### src/rtl/divisor_pkg.sv
// Shared types and helpers for the sequential restoring divider.
// State encoding, default operand width and step-counter sizing.
package divisor_pkg;

  typedef enum logic [1:0] {
    IDLE = 2'd0,
    RUN  = 2'd1,
    DONE = 2'd2
  } state_t;

  localparam int DEFAULT_WIDTH = 8;

  // Bits needed to hold the step count WIDTH down to 1.
  function automatic int cnt_width(input int width);
    return $clog2(width + 1);
  endfunction

endpackage

### src/rtl/divisor_seq_subtrator_passo.sv
// Combinational WIDTH+1-bit trial subtraction a + ~b + 1, zero latency.
// No state and no backpressure; the difference MSB gives the sign.
module subtrator_passo #(
  parameter int WIDTH = 8
) (
  input  logic [WIDTH:0] a,
  input  logic [WIDTH:0] b,
  output logic [WIDTH:0] diff,
  output logic           non_neg
);

  localparam logic [WIDTH:0] ONE = {{WIDTH{1'b0}}, 1'b1};

  assign diff    = a + ~b + ONE;
  assign non_neg = ~diff[WIDTH];

endmodule

### src/rtl/divisor_seq.sv
// Unsigned restoring divider, one quotient bit per clock; done WIDTH+1 cycles after start (1 for x/0).
// start is accepted only while ready is high; a start during RUN is dropped.
module divisor_seq
  import divisor_pkg::*;
#(
  parameter int WIDTH = DEFAULT_WIDTH
) (
  input  logic             clk,
  input  logic             rst,
  input  logic             start,
  input  logic [WIDTH-1:0] dividend,
  input  logic [WIDTH-1:0] divisor,
  output logic             ready,
  output logic             done,
  output logic [WIDTH-1:0] quotient,
  output logic [WIDTH-1:0] remainder,
  output logic             div_by_zero
);

  localparam int CW = cnt_width(WIDTH);
  localparam logic [CW-1:0] CNT_LOAD = CW'(WIDTH);
  localparam logic [CW-1:0] CNT_LAST = CW'(1);

  state_t state;
  state_t state_nxt;

  logic [WIDTH:0]   r;
  logic [WIDTH-1:0] q;
  logic [WIDTH-1:0] d;
  logic [CW-1:0]    cnt;

  logic             accept;
  logic             last_step;
  logic [WIDTH:0]   shifted;
  logic [WIDTH:0]   trial;
  logic             trial_ok;
  logic [WIDTH:0]   r_nxt;
  logic [WIDTH-1:0] q_nxt;

  assign accept    = start & ready;
  assign last_step = (state == RUN) && (cnt == CNT_LAST);
  assign shifted   = {r[WIDTH-1:0], q[WIDTH-1]};

  subtrator_passo #(.WIDTH(WIDTH)) u_sub (
    .a       (shifted),
    .b       ({1'b0, d}),
    .diff    (trial),
    .non_neg (trial_ok)
  );

  // Restore by keeping the shifted value when the trial went negative.
  always_comb begin
    r_nxt = shifted;
    q_nxt = {q[WIDTH-2:0], 1'b0};
    if (trial_ok) begin
      r_nxt = trial;
      q_nxt = {q[WIDTH-2:0], 1'b1};
    end
  end

  always_ff @(posedge clk) begin
    if (rst) state <= IDLE;
    else     state <= state_nxt;
  end

  always_comb begin
    state_nxt = state;
    case (state)
      IDLE, DONE: if (start) state_nxt = (divisor == '0) ? DONE : RUN;
      RUN:        if (cnt == CNT_LAST) state_nxt = DONE;
      default:    state_nxt = IDLE;
    endcase
  end

  always_comb begin
    ready = (state != RUN);
  end

  always_ff @(posedge clk) begin
    if (rst) begin
      r           <= '0;
      q           <= '0;
      d           <= '0;
      cnt         <= '0;
      done        <= 1'b0;
      quotient    <= '0;
      remainder   <= '0;
      div_by_zero <= 1'b0;
    end else begin
      done <= 1'b0;
      if (accept) begin
        d   <= divisor;
        q   <= dividend;
        r   <= '0;
        cnt <= CNT_LOAD;
        if (divisor == '0) begin
          quotient    <= '1;
          remainder   <= dividend;
          div_by_zero <= 1'b1;
          done        <= 1'b1;
        end
      end else if (state == RUN) begin
        r   <= r_nxt;
        q   <= q_nxt;
        cnt <= cnt - CNT_LAST;
        if (last_step) begin
          quotient    <= q_nxt;
          remainder   <= r_nxt[WIDTH-1:0];
          div_by_zero <= 1'b0;
          done        <= 1'b1;
        end
      end
    end
  end

  // The partial remainder never exceeds the divisor, so its top bit stays clear.
  always_ff @(posedge clk) begin
    if (!rst && state == RUN) assert (r[WIDTH] == 1'b0);
  end

endmodule

### config.mk
export PLATFORM = sky130hd
export DESIGN_NAME = divisor_seq
export DESIGN_NICKNAME = d
export VERILOG_FILES = /design/src/rtl/divisor_pkg.sv /design/src/rtl/divisor_seq_subtrator_passo.sv /design/src/rtl/divisor_seq.sv
export SDC_FILE = /design/constraint.sdc
export NUM_CORES = 1
export LEC_CHECK = 0
export CORE_MARGIN = 2
export CORE_UTILIZATION = 25
export CTS_CLUSTER_DIAMETER = 50
export DETAILED_ROUTE_END_ITERATION = 16
export PLACE_DENSITY_LB_ADDON = 0.1
export SLEW_MARGIN = 20
export SYNTH_ARGS = -nofsm -noshare
export SYNTH_HDL_FRONTEND = slang
export SYNTH_SLANG_ARGS = --single-unit
export TNS_END_PERCENT = 20
### constraint.sdc
create_clock -name clk -period 3 [get_ports clk]
set_clock_uncertainty 0.2 [all_clocks]
set_input_delay 0.6 -clock clk [delete_from_list [all_inputs] [get_ports clk]]
set_output_delay 0.6 -clock clk [all_outputs]
set_load 0.01 [all_outputs]
==> results.cfg <==
[critical_path]
cp.arrival_ns = 2.62
cpPeakStageDelay_ns = 0.39
crit_path_start_kind = flip-flop
crit_fanout = 6
critPathBufInv = 1
crit_family = compound AO/OA/AOI/OAI gates
crit_chain = inv_1 > ha_1 > fa_1 > and2b_1 > o211a_4 > o21ai_1 > nand2_1 > a21oi_1 > a2111oi_2
worstPathRequired_ns = 3.02
crit_slowest_cell = fa_1
crit_type = flip-flop to flip-flop
crit_path_end_kind = flip-flop

[global_routing]
grt_pass1_vias = 2161
overflow = 0
grt_pass1_wl_um = 11400
grt_max_degree = 19
antenna_found_initial = 0
grt_util_all_layers = 0.132

[final_layout]
drive_gt1_frac = 0.0951
diodes = 0
nNetsFinal = 376
fill_cells = 1030
fin_area_um2 = 3130
final_cells = 480
areaGrowthSynthToFinish_pct = 26.5

[logic_synthesis]
avgSynthCellArea_um2 = 8.12
synth_area_leaders = dfxtp_1, nor2_1, a21oi_1
netlist_area_um2 = 2480
synth_seq_cells = 48
synthDistinctLibCells = 52
synth_top_cell_by_area = dfxtp_1
synth_edf_count = 0
synth_top_area_share = 0.388
async_reset_ff_frac = 0
synth_ff_type = dfxtp_1
yosys_warnings = 0
syn_nets = 335
yosysSeqAreaShare = 0.388
synthCells = 305

[route]
drt-vias-per-instance = 4.70
firstDrtPassIters = 4
wl_um = 6990
vias = 2255
ant_nets = 0
drc = 0
drtIter0Drc = 88
wl_per_cell_um = 14.6

[power_and_ir_drop]
leakagePower_nw = 1.15
ir_drop_uv = 218
p_per_area_nw_per_um2 = 500

[job]
drv_cap = 0

[sta]
final.min_clock_period_ns = 2.60
worst_pin_slew_ns = 0.637
fin_hold_ws_ns = 0.256
slew-limit-headroom = 0.574
fin_crit_sh = 0.867
final.setup.tns_ns = 0
slew_violations = 0
finalHoldViolCount = 0
rsz0062_at_grt = false
setup_violations = 0
fmax_mhz = 385
setup_ws_ns = 0.399

[hold_path]
hold_path_class = flip-flop to flip-flop

[clocking]
cts_tree = done
cts_root_buf = clkbuf_8
clk_latency_ns = 0.31
numCtsBuffers = 5
cts_num_sinks = 48
post_cts_buffers = 0
cts_resized = 0
htree_levels = 2
path_clk_slew_ns = 0.10
hold_buffers = 0
clockBufferDepth = 2

[floorplan]
die-area_um2 = 10700
fp-row-count = 36
initial_core_util = 0.256
ios = 38
die_h_um = 104
core_area_um2 = 9680
die_x_um = 104

[place]
io_buffers = 37
dp.cells = 472
dp_hpwl_um = 5400
dp_slack_ns = 0.236
gp_congestion = 0.796
dpl_cell_area_um2 = 3040

[outcome]
outcome = finished, final reports clean
## worst reg2reg max path, delay by kind of cell, from the launching register on
kind                       cells  cell delay [ns]
AOI/OAI and AO/OA              4             0.83
adders and majority gates      2             0.60
buffers and inverters          1             0.04
DFF                            1             0.34
and+or+nand+nor                2             0.51
## area by class of cell
class                   instances  area [um^2]  share of cell area
multi-input cells             226         1390               0.443
flip-flops and latches         48          961               0.307
repair buffers                 49          460               0.147
well taps                     133          166              0.0531
clock buffers                   6         82.6              0.0264
inverters                      16         60.1              0.0192
clock inverters                 2         13.8             0.00439
## power by group
part	switching (mW)	leakage [nW]	internal, mW
logic	0.254	0.707	0.182
clock network	0.240	0.0516	0.189
registers	0.0270	0.392	0.674
## worst paths after layout
kind                startpoint      endpoint  slack (ns)  depth (start not counted)
hold reg to reg   remainder[5]  remainder[5]        0.26                          2
hold / removal    remainder[5]  remainder[5]        0.26                          2
setup / recovery          q[7]  remainder[7]        0.40                          9
setup reg to reg          q[7]  remainder[7]        0.40                          9
## routing by layer
layer | vias up | track usage | share of wire
met5 | - | 0 | 0
met4 | 0 | 0.0290 | 0.0084
met3 | 7 | 0.0245 | 0.032
met2 | 33 | 0.207 | 0.44
met1 | 1056 | 0.188 | 0.52
li1 | 1159 | - | -
## logic make-up (layout without fill, tap and decap cells)
group | after synthesis | count (layout) | share of synthesized area
and+or+nand+nor | 124 | 124 | 0.238
AOI/OAI and AO/OA | 79 | 79 | 0.216
DFF | 48 | 48 | 0.388
buffers and inverters | 31 | 73 | 0.0515
muxes | 11 | 11 | 0.0445
xor gates and xnor gates | 1 | 1 | 0.00354
adders and majority gates | 11 | 11 | 0.0586
## sequential cells by signal, summed over array words and instances (netlist names)
register / count
done: 1
r: 8
q: 8
quotient: 8
state: 2
d: 8
remainder: 8
div_by_zero: 1
cnt: 4
## layout by cell type, fill, tap and decap left out, types with 4 or more instances in the layout
cell type         n
nand2b_1          5
a211oi_1         13
mux2i_1          11
dfxtp_1          48
nor2_1           45
o21ai_0          12
ha_1             10
buf_4            12
o21ai_1           4
clkbuf_8          6
inv_1            15
nor3_1           18
nand3_1           5
a21oi_1          28
clkdlybuf4s50_1  37
nand2_1          28
nor4_1            4
## stage by stage
step | util | power [mW]
floorplan | - | 1.01
global placement | 0.313 | 1.15
detailed placement | 0.313 | 1.15
CTS | 0.323 | 1.58
global route | 0.323 | 1.66
finish | 0.323 | 1.57
## synth_stat cells (all sizes together) (3+ instances only)
cell type and number:
a2111oi 4, a211oi 14, a21oi 29, buf 7, clkbuf 8, dfxtp 48, ha 10, inv 16
mux2i 11, nand2 29, nand2b 5, nand3 5, nor2 46, nor2b 3, nor3 19, nor4 4
o21ai 16
Note: power is estimated with default switching activity, not from simulation.
